[config.mk]
export PLATFORM = sky130hd
export DESIGN_NAME = trb_capture_ctrl
export DESIGN_NICKNAME = d
export VERILOG_FILES = /design/src/rtl/trb_pkg.sv /design/src/rtl/trb_hold_reg.sv /design/src/rtl/trb_capture_ctrl.sv
export SDC_FILE = /design/constraint.sdc
export NUM_CORES = 1
export LEC_CHECK = 0
export CORE_MARGIN = 4
export CORE_UTILIZATION = 55
export CTS_BUF_LIST = sky130_fd_sc_hd__clkbuf_8
export DETAILED_ROUTE_END_ITERATION = 10
export DONT_BUFFER_PORTS = 1
export PLACE_DENSITY = 0.73
export SYNTH_ARGS = -nofsm -noshare
export SYNTH_HDL_FRONTEND = slang
export SYNTH_HIERARCHICAL = 1
export SYNTH_SLANG_ARGS = --single-unit
[constraint.sdc]
create_clock -name CLK_I -period 3.35 [get_ports CLK_I]
set_clock_uncertainty 0.1 [all_clocks]
set_input_delay 0.67 -clock CLK_I [delete_from_list [all_inputs] [get_ports CLK_I]]
set_output_delay 0.67 -clock CLK_I [all_outputs]
set_load 0.02 [all_outputs]
[src/rtl/trb_pkg.sv]
// rtl/trb_pkg.sv - trace buffer widths and capture-state encoding shared with the memory controller
package trb_pkg;

  localparam int TRB_ADDR_WIDTH = 8;
  localparam int TRB_WIDTH      = 32;
  localparam int TRB_DEPTH      = 1 << TRB_ADDR_WIDTH;

  typedef enum logic [2:0] {
    ST_IDLE   = 3'd0,
    ST_PRE    = 3'd1,
    ST_POST   = 3'd2,
    ST_DONE   = 3'd3,
    ST_STREAM = 3'd4
  } trb_state_e;

endpackage

[src/rtl/trb_hold_reg.sv]
// rtl/trb_hold_reg.sv - single-entry valid/ready holding register with same-cycle replace
module trb_hold_reg #(
  parameter int DATA_W = 32
) (
  input  logic              clk,
  input  logic              rst,
  input  logic              clear,
  input  logic              accept_en,
  input  logic              offer_valid,
  input  logic [DATA_W-1:0] offer_data,
  output logic              ready,
  input  logic              pop,
  output logic              valid,
  output logic [DATA_W-1:0] data
);

  // A popping entry frees the slot in the same cycle, so a new offer can land behind it.
  assign ready = accept_en & (~valid | pop);

  always_ff @(posedge clk) begin
    if (rst || clear) begin
      valid <= 1'b0;
      data  <= '0;
    end else if (offer_valid && ready) begin
      valid <= 1'b1;
      data  <= offer_data;
    end else if (pop) begin
      valid <= 1'b0;
    end
  end

endmodule

[src/rtl/trb_capture_ctrl.sv]
// rtl/trb_capture_ctrl.sv - logger-side capture sequencer: ring capture with post-trigger count, or stream mode
module trb_capture_ctrl
  import trb_pkg::*;
#(
  parameter int ADDR_W = TRB_ADDR_WIDTH,
  parameter int DATA_W = TRB_WIDTH
) (
  input  logic              CLK_I,
  input  logic              RST_I,
  input  logic              ENABLE_I,
  input  logic              MODE_I,
  input  logic [ADDR_W-1:0] TRG_DELAY_I,
  input  logic              TRACE_VALID_I,
  input  logic [DATA_W-1:0] TRACE_DATA_I,
  output logic              TRACE_READY_O,
  input  logic              TRG_EVENT_I,
  input  logic              RW_TURN_I,
  input  logic              WRITE_ALLOW_I,
  input  logic [ADDR_W-1:0] READ_PTR_I,
  output logic              LOGGER_WRITE_O,
  output logic [ADDR_W-1:0] WRITE_PTR_O,
  output logic [DATA_W-1:0] LOGGER_DATA_O,
  output logic [ADDR_W-1:0] TRG_PTR_O,
  output logic              DONE_O,
  output logic              OVERFLOW_O,
  output logic [15:0]       DROP_COUNT_O,
  output logic [2:0]        STATE_O
);

  trb_state_e        state, state_nxt;
  logic [ADDR_W-1:0] wr_ptr, wr_ptr_inc, trg_ptr, post_cnt;
  logic              trg_done, overflow;
  logic [15:0]       drop_cnt;
  logic              active_st, accept_en, abort, stream_full, commit, ready, drop, trg_hit;
  logic              hold_valid, hold_clear;
  logic [DATA_W-1:0] hold_data;

  assign active_st   = (state == ST_PRE) || (state == ST_POST) || (state == ST_STREAM);
  assign accept_en   = active_st & ENABLE_I;
  assign abort       = active_st & ~ENABLE_I;
  assign wr_ptr_inc  = wr_ptr + ADDR_W'(1);
  // One slot stays empty so a full ring is distinguishable from an empty one.
  assign stream_full = (state == ST_STREAM) && (wr_ptr_inc == READ_PTR_I);
  assign commit      = hold_valid & ~RW_TURN_I & WRITE_ALLOW_I & accept_en & ~stream_full;
  assign drop        = accept_en & TRACE_VALID_I & ~ready;
  assign trg_hit     = (state == ST_PRE) & ENABLE_I & TRG_EVENT_I;
  assign hold_clear  = (state == ST_IDLE) | abort;

  trb_hold_reg #(.DATA_W(DATA_W)) u_hold (
    .clk        (CLK_I),
    .rst        (RST_I),
    .clear      (hold_clear),
    .accept_en  (accept_en),
    .offer_valid(TRACE_VALID_I),
    .offer_data (TRACE_DATA_I),
    .ready      (ready),
    .pop        (commit),
    .valid      (hold_valid),
    .data       (hold_data)
  );

  always_comb begin
    state_nxt = state;
    case (state)
      ST_IDLE:   if (ENABLE_I) state_nxt = MODE_I ? ST_STREAM : ST_PRE;
      ST_PRE: begin
        if (!ENABLE_I)        state_nxt = ST_IDLE;
        else if (TRG_EVENT_I) state_nxt = ST_POST;
      end
      ST_POST: begin
        // First commit in POST is the trigger sample; the rest count down.
        if (!ENABLE_I) state_nxt = ST_IDLE;
        else if (commit && (trg_done ? (post_cnt == ADDR_W'(1)) : (post_cnt == '0)))
          state_nxt = ST_DONE;
      end
      ST_DONE:   if (!ENABLE_I) state_nxt = ST_IDLE;
      ST_STREAM: if (!ENABLE_I) state_nxt = ST_IDLE;
      default:   state_nxt = ST_IDLE;
    endcase
  end

  always_ff @(posedge CLK_I) begin
    if (RST_I) begin
      state    <= ST_IDLE;
      wr_ptr   <= '0;
      trg_ptr  <= '0;
      post_cnt <= '0;
      trg_done <= 1'b0;
      overflow <= 1'b0;
      drop_cnt <= '0;
    end else begin
      state <= state_nxt;
      if (state == ST_IDLE) begin
        wr_ptr   <= '0;
        trg_ptr  <= '0;
        post_cnt <= '0;
        trg_done <= 1'b0;
        overflow <= 1'b0;
        drop_cnt <= '0;
      end else begin
        if (commit) wr_ptr <= wr_ptr_inc;
        // The trigger sample lands wherever the next write will go after this cycle.
        if (trg_hit) begin
          trg_ptr  <= commit ? wr_ptr_inc : wr_ptr;
          post_cnt <= TRG_DELAY_I;
          trg_done <= 1'b0;
        end
        if ((state == ST_POST) && commit) begin
          if (!trg_done) trg_done <= 1'b1;
          else           post_cnt <= post_cnt - ADDR_W'(1);
        end
        if (drop) begin
          overflow <= 1'b1;
          if (drop_cnt != 16'hFFFF) drop_cnt <= drop_cnt + 16'd1;
        end
      end
    end
  end

  assign TRACE_READY_O  = ready;
  assign LOGGER_WRITE_O = commit;
  assign WRITE_PTR_O    = wr_ptr;
  assign LOGGER_DATA_O  = hold_data;
  assign TRG_PTR_O      = trg_ptr;
  assign DONE_O         = (state == ST_DONE);
  assign OVERFLOW_O     = overflow;
  assign DROP_COUNT_O   = drop_cnt;
  assign STATE_O        = state;

endmodule

After elaboration in Yosys (flattened, before gate mapping)

Cells that the tools add are included.

Muxes and demuxes: 18
Eq/ne operators: 11
Bitwise logic cells: 18
Reductions and logical operators: 14
$add $sub $neg: 3

Operators with widths:

| cell                    | number |
|---|---|
| $mux W8                 | 4 |
| $mux W3                 | 7 |
| $add A16 B1 Y16 const B | 1 |
| $ne A16 B16 Y1 const B  | 1 |
| $pmux W3 S4             | 1 |
| $and A1 B1 Y1           | 11 |
| $add A8 B1 Y8 const B   | 1 |
| $eq A8 B1 Y1 const B    | 1 |
| $eq A8 B8 Y1            | 1 |
| $logic_not A8 Y1        | 1 |
| $sub A8 B1 Y8 const B   | 1 |
| $eq A3 B2 Y1 const B    | 2 |
| $mux W1                 | 6 |
| $not A1 Y1              | 5 |
| $logic_and A1 B1 Y1     | 4 |
| $ne A2 B2 Y1 const B    | 2 |
| $reduce_and A4 Y1       | 1 |
| $reduce_or A2 Y1        | 2 |
| $eq A3 B1 Y1 const B    | 1 |
| $eq A3 B3 Y1 const B    | 1 |
| $logic_not A3 Y1        | 1 |
| $logic_or A1 B1 Y1      | 3 |
| $ne A3 B2 Y1 const B    | 1 |
| $ne A3 B3 Y1 const B    | 1 |
| other kinds (3)         | 4 |

Register bits after elaboration: 78

Depth between registers and ports, before layout

Gate-level depths: netlist (run 1).

Word-level depth: 11
Depth in mapped cells: 17
Gate-level depth less buffers: 15

By module

Netlist (run 1), hierarchy kept.

Modules (own cells, without submodules):

| module           | cells each | times used | area an instance (sq um) |
|---|---|---|---|
| trb_capture_ctrl | 288        | 1          | 2403.6 |
| trb_hold_reg     | 154        | 1          | 1387.6 |

Worst setup path after synthesis (run 1)

No wires, ideal clock.

Path type: reg-to-reg
From: reg wr_ptr[0], in the netlist WRITE_PTR_O[0]
To: reg drop_cnt[14], in the netlist DROP_COUNT_O[14]
Path buffers: 2
Library setup time: 0.070 ns
Data arrival time: 3.757 ns
Path slack: -0.577 ns
Cell stages (with the launch flop): 17
Path through: dfxtp_1 > ha_1 > nand2_1 > or3_1 > o21ai_1 > o211a_4 > a21oi_2 > nand2b_1 > buf_4 > buf_2 > and2_1 > nor2b_1 > o2111ai_1 > a31oi_4 > nand2_1 > or3_1 > a21oi_1

Word-level cells in the longest chain between the ends: 10

RTL lines:

| item                        | RTL line                | RTL |
|---|---|---|
| start: declaration          | trb_capture_ctrl.sv:31  | `logic [ADDR_W-1:0] wr_ptr, wr_ptr_inc, trg_ptr, post_cnt;` |
| start signal: assignment    | trb_capture_ctrl.sv:101 | `if (commit) wr_ptr <= wr_ptr_inc;` |
| $add A8 B1 Y8               | trb_capture_ctrl.sv:41  | `assign wr_ptr_inc = wr_ptr + ADDR_W'(1);` |
| $eq A8 B8 Y1                | trb_capture_ctrl.sv:43  | `assign stream_full = (state == ST_STREAM) && (wr_ptr_inc == READ_PTR_I);` |
| $logic_and A1 B1 Y1         | trb_capture_ctrl.sv:43  |  |
| $not A1 Y1                  | trb_capture_ctrl.sv:44  | `assign commit = hold_valid & ~RW_TURN_I & WRITE_ALLOW_I & accept_en & ~stream_full;` |
| $and A1 B1 Y1               | trb_capture_ctrl.sv:44  |  |
| named net LOGGER_WRITE_O    | trb_capture_ctrl.sv:20  | `output logic LOGGER_WRITE_O,` |
| $or A1 B1 Y1                | trb_hold_reg.sv:18      | `assign ready = accept_en & (~valid \| pop);` |
| $and A1 B1 Y1               | trb_hold_reg.sv:18      |  |
| named net TRACE_READY_O     | trb_capture_ctrl.sv:15  | `output logic TRACE_READY_O,` |
| $not A1 Y1                  | trb_capture_ctrl.sv:45  | `assign drop = accept_en & TRACE_VALID_I & ~ready;` |
| $and A1 B1 Y1               | trb_capture_ctrl.sv:45  |  |
| $reduce_and A2 Y1 (no line) | -                       |  |
| end signal: assignment      | trb_capture_ctrl.sv:114 | `if (drop_cnt != 16'hFFFF) drop_cnt <= drop_cnt + 16'd1;` |
| end: declaration            | trb_capture_ctrl.sv:33  | `logic [15:0] drop_cnt;` |

The timed path passes the listed nets, and every way through them passes these cells.
A chain may end at the register's enable or synchronous reset.

Worst setup path in the final report (run 1)

From: reg wr_ptr[0], in the netlist WRITE_PTR_O[0]
To: out TRACE_READY_O

Word-level cells in the longest chain between the ends: 7

RTL lines:

| item                | RTL line |
|---|---|
| $add A8 B1 Y8       | trb_capture_ctrl.sv:41 |
| $eq A8 B8 Y1        | trb_capture_ctrl.sv:43 |
| $logic_and A1 B1 Y1 | trb_capture_ctrl.sv:43 |
| $not A1 Y1          | trb_capture_ctrl.sv:44 |
| $and A1 B1 Y1       | trb_capture_ctrl.sv:44 |
| $or A1 B1 Y1        | trb_hold_reg.sv:18 |
| $and A1 B1 Y1       | trb_hold_reg.sv:18 |
| end: declaration    | trb_capture_ctrl.sv:15 |

No other way between the ends.

==> results of run 1 <==
[cell usage after synthesis (all sizes together) (3+ instances only)]
library cell | number | area share
a211oi | 6 | 0.012
a31oi | 4 | 0.011
xor2 | 17 | 0.041
xnor2 | 14 | 0.032
ha | 4 | 0.013
and3 | 7 | 0.012
o21ai | 50 | 0.090
clkbuf | 15 | 0.015
o211a | 3 | 0.0099
nand4 | 35 | 0.058
dfxtp | 78 | 0.41
a21oi | 32 | 0.044
nand2b | 3 | 0.0050
nor2b | 4 | 0.0066
o311ai | 3 | 0.0069
inv | 6 | 0.0059
nor2 | 35 | 0.035
mux2i | 3 | 0.0079
nor3 | 6 | 0.0079
or3 | 8 | 0.013
o211ai | 3 | 0.0059
buf | 19 | 0.034
nand3b | 3 | 0.0059
and2 | 5 | 0.0089
or2 | 3 | 0.0050
nand2 | 51 | 0.050
nand3 | 9 | 0.013
[stage by stage]
step	setup TNS (ns)	hold slack, ns	setup WS (ns)	utilization
global placement	0	0.3804	0.1571	0.6079
CTS	0	0.2692	0.1202	0.6439
global route	-0.0007720	0.2666	-0.0007720	0.6469
finish	0	0.2879	0.1678	0.6469
floorplan	-0.6103	0.3675	-0.1180	-
detailed placement	0	0.3928	0.05613	0.6079
[cell type report]
cell class              count  area, um^2  area share
well taps                  77       96.34     0.02280
multi-input cells         324        2137      0.5058
repair buffers             22       165.2     0.03909
clock buffers               9       123.9     0.02932
clock inverters             7       111.4     0.02635
inverters                   6       22.52    0.005330
flip-flops and latches     78        1569      0.3713
[how the worst min path moves through the flow]
stage	start	cells after the start	to	slack [ns]
final	RST_I	1	STATE_O[1]	0.29
after global routing	RST_I	1	STATE_O[1]	0.27
after CTS	RST_I	1	STATE_O[1]	0.27
after detailed placement	post_cnt[5]	2	post_cnt[5]	0.39
after global placement	post_cnt[5]	2	post_cnt[5]	0.38
after floorplan	post_cnt[5]	2	post_cnt[5]	0.37
[what timing repair did]
action                                  in CTS  in global routing
resized for setup                            0                  1
buffers inserted                             0                  2
endpoints found under the setup margin       0                  9
[cell families (layout without fill, tap and decap cells)]
family,count (synthesis),after routing,share of synthesized area
AND/OR/NAND/NOR,175,175,0.2333
multiplexers,3,3,0.007921
adder cells (fa/ha/maj),5,5,0.01584
flip-flops,78,78,0.4119
buffers and inverters,40,44,0.05445
AO/OA/AOI/OAI,110,110,0.2030
XOR/XNOR,31,31,0.07360
[cell usage in the layout, fill, tap and decap left out, types with 3 or more instances in the layout]
| cell type | instances |
|---|---|
| clkinv_2 | 3 |
| nand3_1 | 7 |
| mux2i_1 | 3 |
| nor2_1 | 34 |
| or3_1 | 7 |
| o211ai_1 | 3 |
| a31oi_1 | 3 |
| nand2_1 | 50 |
| o21ai_0 | 18 |
| and3_1 | 6 |
| nand3b_1 | 3 |
| nor3_1 | 5 |
| buf_4 | 22 |
| a21oi_1 | 30 |
| a211oi_1 | 6 |
| nor2b_1 | 4 |
| dfxtp_2 | 3 |
| inv_1 | 6 |
| bufinv_16 | 3 |
| and2_1 | 3 |
| o21ai_2 | 24 |
| nand4_1 | 35 |
| ha_1 | 3 |
| dfxtp_1 | 74 |
| o21ai_1 | 8 |
| clkbuf_8 | 9 |
| xor2_1 | 16 |
| xnor2_1 | 12 |
[state kept, by name (all words and copies together), names as in the netlist]
signal and count:
trg_done 1, STATE_O 3, TRG_PTR_O 8, post_cnt 8, OVERFLOW_O 1, DROP_COUNT_O 16
WRITE_PTR_O 8, u_hold/valid 1, u_hold/data 32
[worst max-delay path, stage by stage, from the launching register on]
cell	delay (ns)
dfxtp_4	0.41
ha_4	0.18
nand2_1	0.08
or3_1	0.39
a31oi_1	0.28
a21oi_4	0.11
a21oi_4	0.20
nand2b_4	0.15
and2_4	0.13
buf_4	0.14
[routing by layer]
metal	share of wire	track usage	vias up
li1	-	-	1584
met1	0.41	0.2432	1473
met2	0.48	0.3458	104
met3	0.098	0.09339	9
met4	0.013	0.05779	0
met5	0	0	-
[power by group through the flow]
stage,sequential [mW],clock (mW),combinational [mW]
after global placement,0.985,0,0.263
after floorplan,0.984,0,0.226
after global routing,0.966,0.899,0.296
after detailed placement,0.985,0,0.268
final,0.963,0.828,0.271
after CTS,0.964,0.852,0.269
==> impl_metrics.py, run 1 <==
metrics = {
    "status": {
        "status": "complete, no violations",
    },
    "detailed_routing": {
        "drc": 0,
        "via_per_inst": 6.061,
        "drtPass1Iterations": 4,
        "final_antenna_net_count": 0,
        "wl_per_cell_um": 17.18,
        "drt-initial-drc-count": 152,
        "wirelength_um": 8984,
        "dr_total_vias": 3170,
    },
    "grt": {
        "overflow": 0,
        "grt_pass1_wl_um": 14310,
        "grt_max_degree": 66,
        "grtUsageTotal": 0.2080,
        "grt_pass1_vias": 3017,
        "antenna_found_initial": 0,
    },
    "synth": {
        "yosysSeqAreaShare": 0.4119,
        "netlist_area_um2": 3791,
        "synth-seq-cells": 78,
        "synth-edff-count": 0,
        "synthCells": 442,
        "ys_warn_count": 6,
        "syn_avg_cell_area_um2": 8.577,
        "synth_cell_types": 51,
        "synth_flop_cell": "dfxtp_1",
        "syn-num-nets": 502,
        "async_reset_ff_frac": 0,
    },
    "final_layout": {
        "drive_gt1_frac": 0.2018,
        "layoutNonFillerInstCount": 523,
        "diodes": 0,
        "fillerInstances": 577,
        "fin_area_um2": 4225,
        "syn_to_final_growth_pct": 11.45,
        "finalNetCount": 501,
    },
    "critical_path": {
        "worstSetupStartpointType": "register",
        "reg2reg_from": "WRITE_PTR_O[0]",
        "cp-startpoint": "WRITE_PTR_O[0]",
        "arrival_ns": 2.41,
        "worstRegToRegCells": 15,
        "critical_path.endpoint": "TRACE_READY_O",
        "crit_path_end_kind": "output port",
        "cp_max_fo": 7,
        "path_class": "register to output port",
        "cp.required_ns": 2.58,
        "reg2reg_to": "DROP_COUNT_O[15]",
        "rrSetupSlack_ns": 0.21,
    },
    "clock_network": {
        "root_buffer": "clkbuf_8",
        "cts_tree": "done",
        "clk_pin_slew_ns": 0.08,
        "clk_latency_ns": 0.34,
        "htreeDepth": 3,
        "clock_path_buffers": 2,
        "cts_buffers": 9,
        "clkSinkCount": 78,
        "cts_hold_repair.buffers": 0,
    },
    "power_and_ir_drop": {
        "p_leak_nw": 1.458,
        "power.total_mw": 2.063,
        "sw_frac_of_total": 0.2648,
        "clockPowerShare": 0.402,
        "ir_drop_mv": 0.2603,
        "netSwitchingPower_uw": 546.3,
        "internal_power_mw": 1.516,
        "power_density_nw_per_um2": 488.2,
        "power_frac_comb": 0.131,
        "p_seq_frac": 0.467,
    },
    "floorplan": {
        "die_w_um": 91.03,
        "start_util": 0.5805,
        "die_h_um": 91.03,
        "core_area_um2": 6531,
        "io_pins": 127,
        "dieArea_um2": 8286,
        "rows": 29,
    },
    "flow_run": {
        "maxCapViolCount": 0,
    },
    "sta": {
        "worst_pin_slew_ns": 0.6827,
        "period_share": 0.9499,
        "setup_viol": 0,
        "hold_violations": 0,
        "slew_headroom": 0.5449,
        "final.min_clock_period_ns": 3.182,
        "max_freq_mhz": 314.2,
        "slew_viol_final": 0,
    },
    "min_path": {
        "min_path_type": "input port to register",
    },
    "place": {
        "port_buffers": 0,
        "placed_area_um2": 3970,
        "dpl.hpwl_um": 6507,
        "place_inst": 505,
        "place.gp.congestion": 0.8958,
    },
}
(Power assumes the default switching activity.)
==> run 2, diff against run 1 <==
--- a/config.mk
+++ b/config.mk
@@ -7,4 +7,6 @@
 export LEC_CHECK = 0
+export CELL_PAD_IN_SITES_DETAIL_PLACEMENT = 1
+export CELL_PAD_IN_SITES_GLOBAL_PLACEMENT = 2
 export CORE_MARGIN = 4
-export CORE_UTILIZATION = 55
+export CORE_UTILIZATION = 34
 export CTS_BUF_LIST = sky130_fd_sc_hd__clkbuf_8
@@ -12,3 +14,4 @@
 export DONT_BUFFER_PORTS = 1
-export PLACE_DENSITY = 0.73
+export PLACE_DENSITY_LB_ADDON = 0.1
+export SLEW_MARGIN = 0
 export SYNTH_ARGS = -nofsm -noshare
==> constraint.sdc (replaced) <==
create_clock -name CLK_I -period 3.35 [get_ports CLK_I]
set_clock_uncertainty 0.1 [all_clocks]
set_input_delay 0.5025 -clock CLK_I [delete_from_list [all_inputs] [get_ports CLK_I]]
set_output_delay 0.5025 -clock CLK_I [all_outputs]
set_load 0.02 [all_outputs]
==> impl_metrics.py, run 2 (synthesis gave the netlist of run 1 again) <==
metrics = {
    "critical_path": {
        "worstSetupStartpointType": "register",
        "reg2reg_from": "WRITE_PTR_O[0]",
        "crit_path_end_kind": "register",
        "arrival_ns": 3.32,
        "cp-startpoint": "WRITE_PTR_O[0]",
        "path_class": "register to register",
        "cp_max_fo": 7,
        "cp.required_ns": 3.47,
    },
    "grt": {
        "grtUsageTotal": 0.1732,
        "overflow": 0,
        "grt_pass1_wl_um": 17680,
        "grt_pass1_vias": 3327,
        "grt_max_degree": 65,
        "antenna_found_initial": 0,
    },
    "min_path": {
        "min_from": "RST_I",
        "min_path_type": "input port to register",
    },
    "power_and_ir_drop": {
        "power_frac_comb": 0.157,
        "p_leak_nw": 1.451,
        "clockPowerShare": 0.336,
        "ir_drop_mv": 0.1722,
        "p_seq_frac": 0.507,
        "power_density_nw_per_um2": 441.1,
        "sw_frac_of_total": 0.2958,
        "netSwitchingPower_uw": 557.6,
        "internal_power_mw": 1.328,
    },
    "clock_network": {
        "clk_latency_ns": 0.36,
        "clkSinkCount": 78,
        "htreeDepth": 3,
        "cts_tree": "done",
        "cts_buffers": 9,
        "root_buffer": "clkbuf_8",
        "clock_path_buffers": 2,
        "clk_pin_slew_ns": 0.08,
    },
    "detailed_routing": {
        "via_per_inst": 5.419,
        "wl_per_cell_um": 18.69,
        "dr_total_vias": 3192,
        "wirelength_um": 11010,
        "drc": 0,
        "drt-initial-drc-count": 144,
        "drtPass1Iterations": 4,
        "final_antenna_net_count": 0,
    },
    "final_layout": {
        "regArea_um2": 1575,
        "diodes": 0,
        "regMostFlops": "u_hold/data",
        "largest_reg_flops": 32,
        "fillerInstances": 1290,
        "final_cell_mix": "71 x dfxtp_1, 49 x nand2_1, 35 x nand4_1",
        "fin_area_um2": 4274,
        "multi_input_area_um2": 2113,
        "drive_gt1_frac": 0.2027,
        "final_common_cell": "dfxtp_1",
        "finalNetCount": 505,
        "syn_to_final_growth_pct": 12.74,
    },
    "sta": {
        "hold_violations": 0,
        "period_share": 0.9553,
        "tns_ns": 0,
        "final.min_clock_period_ns": 3.200,
        "max_freq_mhz": 312.5,
        "setup_viol": 0,
        "slew_headroom": 0.5238,
        "slew_viol_final": 0,
        "worst_pin_slew_ns": 0.7144,
        "fin_hold_ws_ns": 0.1092,
    },
    "floorplan": {
        "dieArea_um2": 12900,
        "die_h_um": 113.6,
        "start_util": 0.3482,
        "core_area_um2": 10890,
        "die_w_um": 113.6,
        "rows": 38,
        "io_pins": 127,
    },
    "place": {
        "placed_area_um2": 4074,
        "place.gp.congestion": 0.8420,
        "dpl.hpwl_um": 7900,
        "port_buffers": 0,
    },
    "flow_run": {
        "maxCapViolCount": 0,
    },
    "status": {
        "status": "complete, no violations",
    },
}
run 2: cell count changes in the layout (fill, tap and decap cells not counted), sizes merged:
| cell | change |
|---|---|
| clkbuf | +2 |
| inv | +2 |
| bufinv | -3 |
| buf | +4 |
| clkinv | -2 |
run 2: per-layer routing:
layer	up-vias	GRT usage	wire [um]
li1	1589	-	-
met1	1519	0.2093	4645
met2	73	0.2803	5384
met3	11	0.06048	839
met4	0	0.07212	143
met5	-	0	0
run 2: final timing paths:
kind | endpoint | slack, ns | cells after the start
worst max-delay path | DROP_COUNT_O[15] | 0.15 | 15
worst min-delay path | STATE_O[1] | 0.11 | 1
worst max register to register | DROP_COUNT_O[15] | 0.15 | 15
worst min register to register | trg_done | 0.42 | 2
run 2: critical path, stage by stage (launching register included):
cell       delay (ns)
dfxtp_4          0.37
ha_4             0.17
nand2_2          0.07
or3_1            0.40
o21ai_1          0.18
o211a_4          0.23
a21oi_4          0.07
nand2b_4         0.16
and2_4           0.13
nor2b_1          0.13
o2111ai_2        0.21
a31oi_4          0.28
and3_4           0.24
nand4_1          0.11
xor2_1           0.16
nor2_1           0.05
run 2: timing repair:
action | in CTS | in global routing
setup endpoints to repair | 0 | 4
endpoints found under the hold margin | 0 | 0
resized for setup | 0 | 1
setup buffers | 0 | 4
hold buffers | 0 | 0
run 2: final cells by class:
type	count	share of cell area
Clock buffer	11	0.03542
Tap cell	140	0.04098
Inverter	6	0.005269
Multi-Input combinational cell	324	0.4944
Clock inverter	4	0.003806
Sequential cell	78	0.3686
Timing Repair Buffer	26	0.05152
run 2: power groups by stage:
stage               clock network (mW)  logic (mW)  registers (mW)
CTS                              0.672       0.298           0.956
floorplan                            0       0.225           0.984
global placement                     0       0.292           0.978
finish                           0.633       0.297           0.956
detailed placement                   0       0.298           0.978
global route                     0.705       0.330           0.958
run 2: stage by stage:
stage	setup WS, ns	cells	power, mW	utilization
3_5_place_dp	0.1823	570	1.276	0.3742
2_1_floorplan	-0.03662	442	1.210	-
6_report	0.1497	589	1.885	0.3926
4_1_cts	0.1538	585	1.927	0.3896
5_1_grt	-0.008118	589	1.994	0.3926
3_3_place_gp	0.2141	570	1.271	0.3742
==> run 3, diff against run 2 <==
HOLD_SLACK_MARGIN = 0.03   (was default)
==> results of run 3 <==
The final DEF is identical to that of run 2; final timing and power are the same.
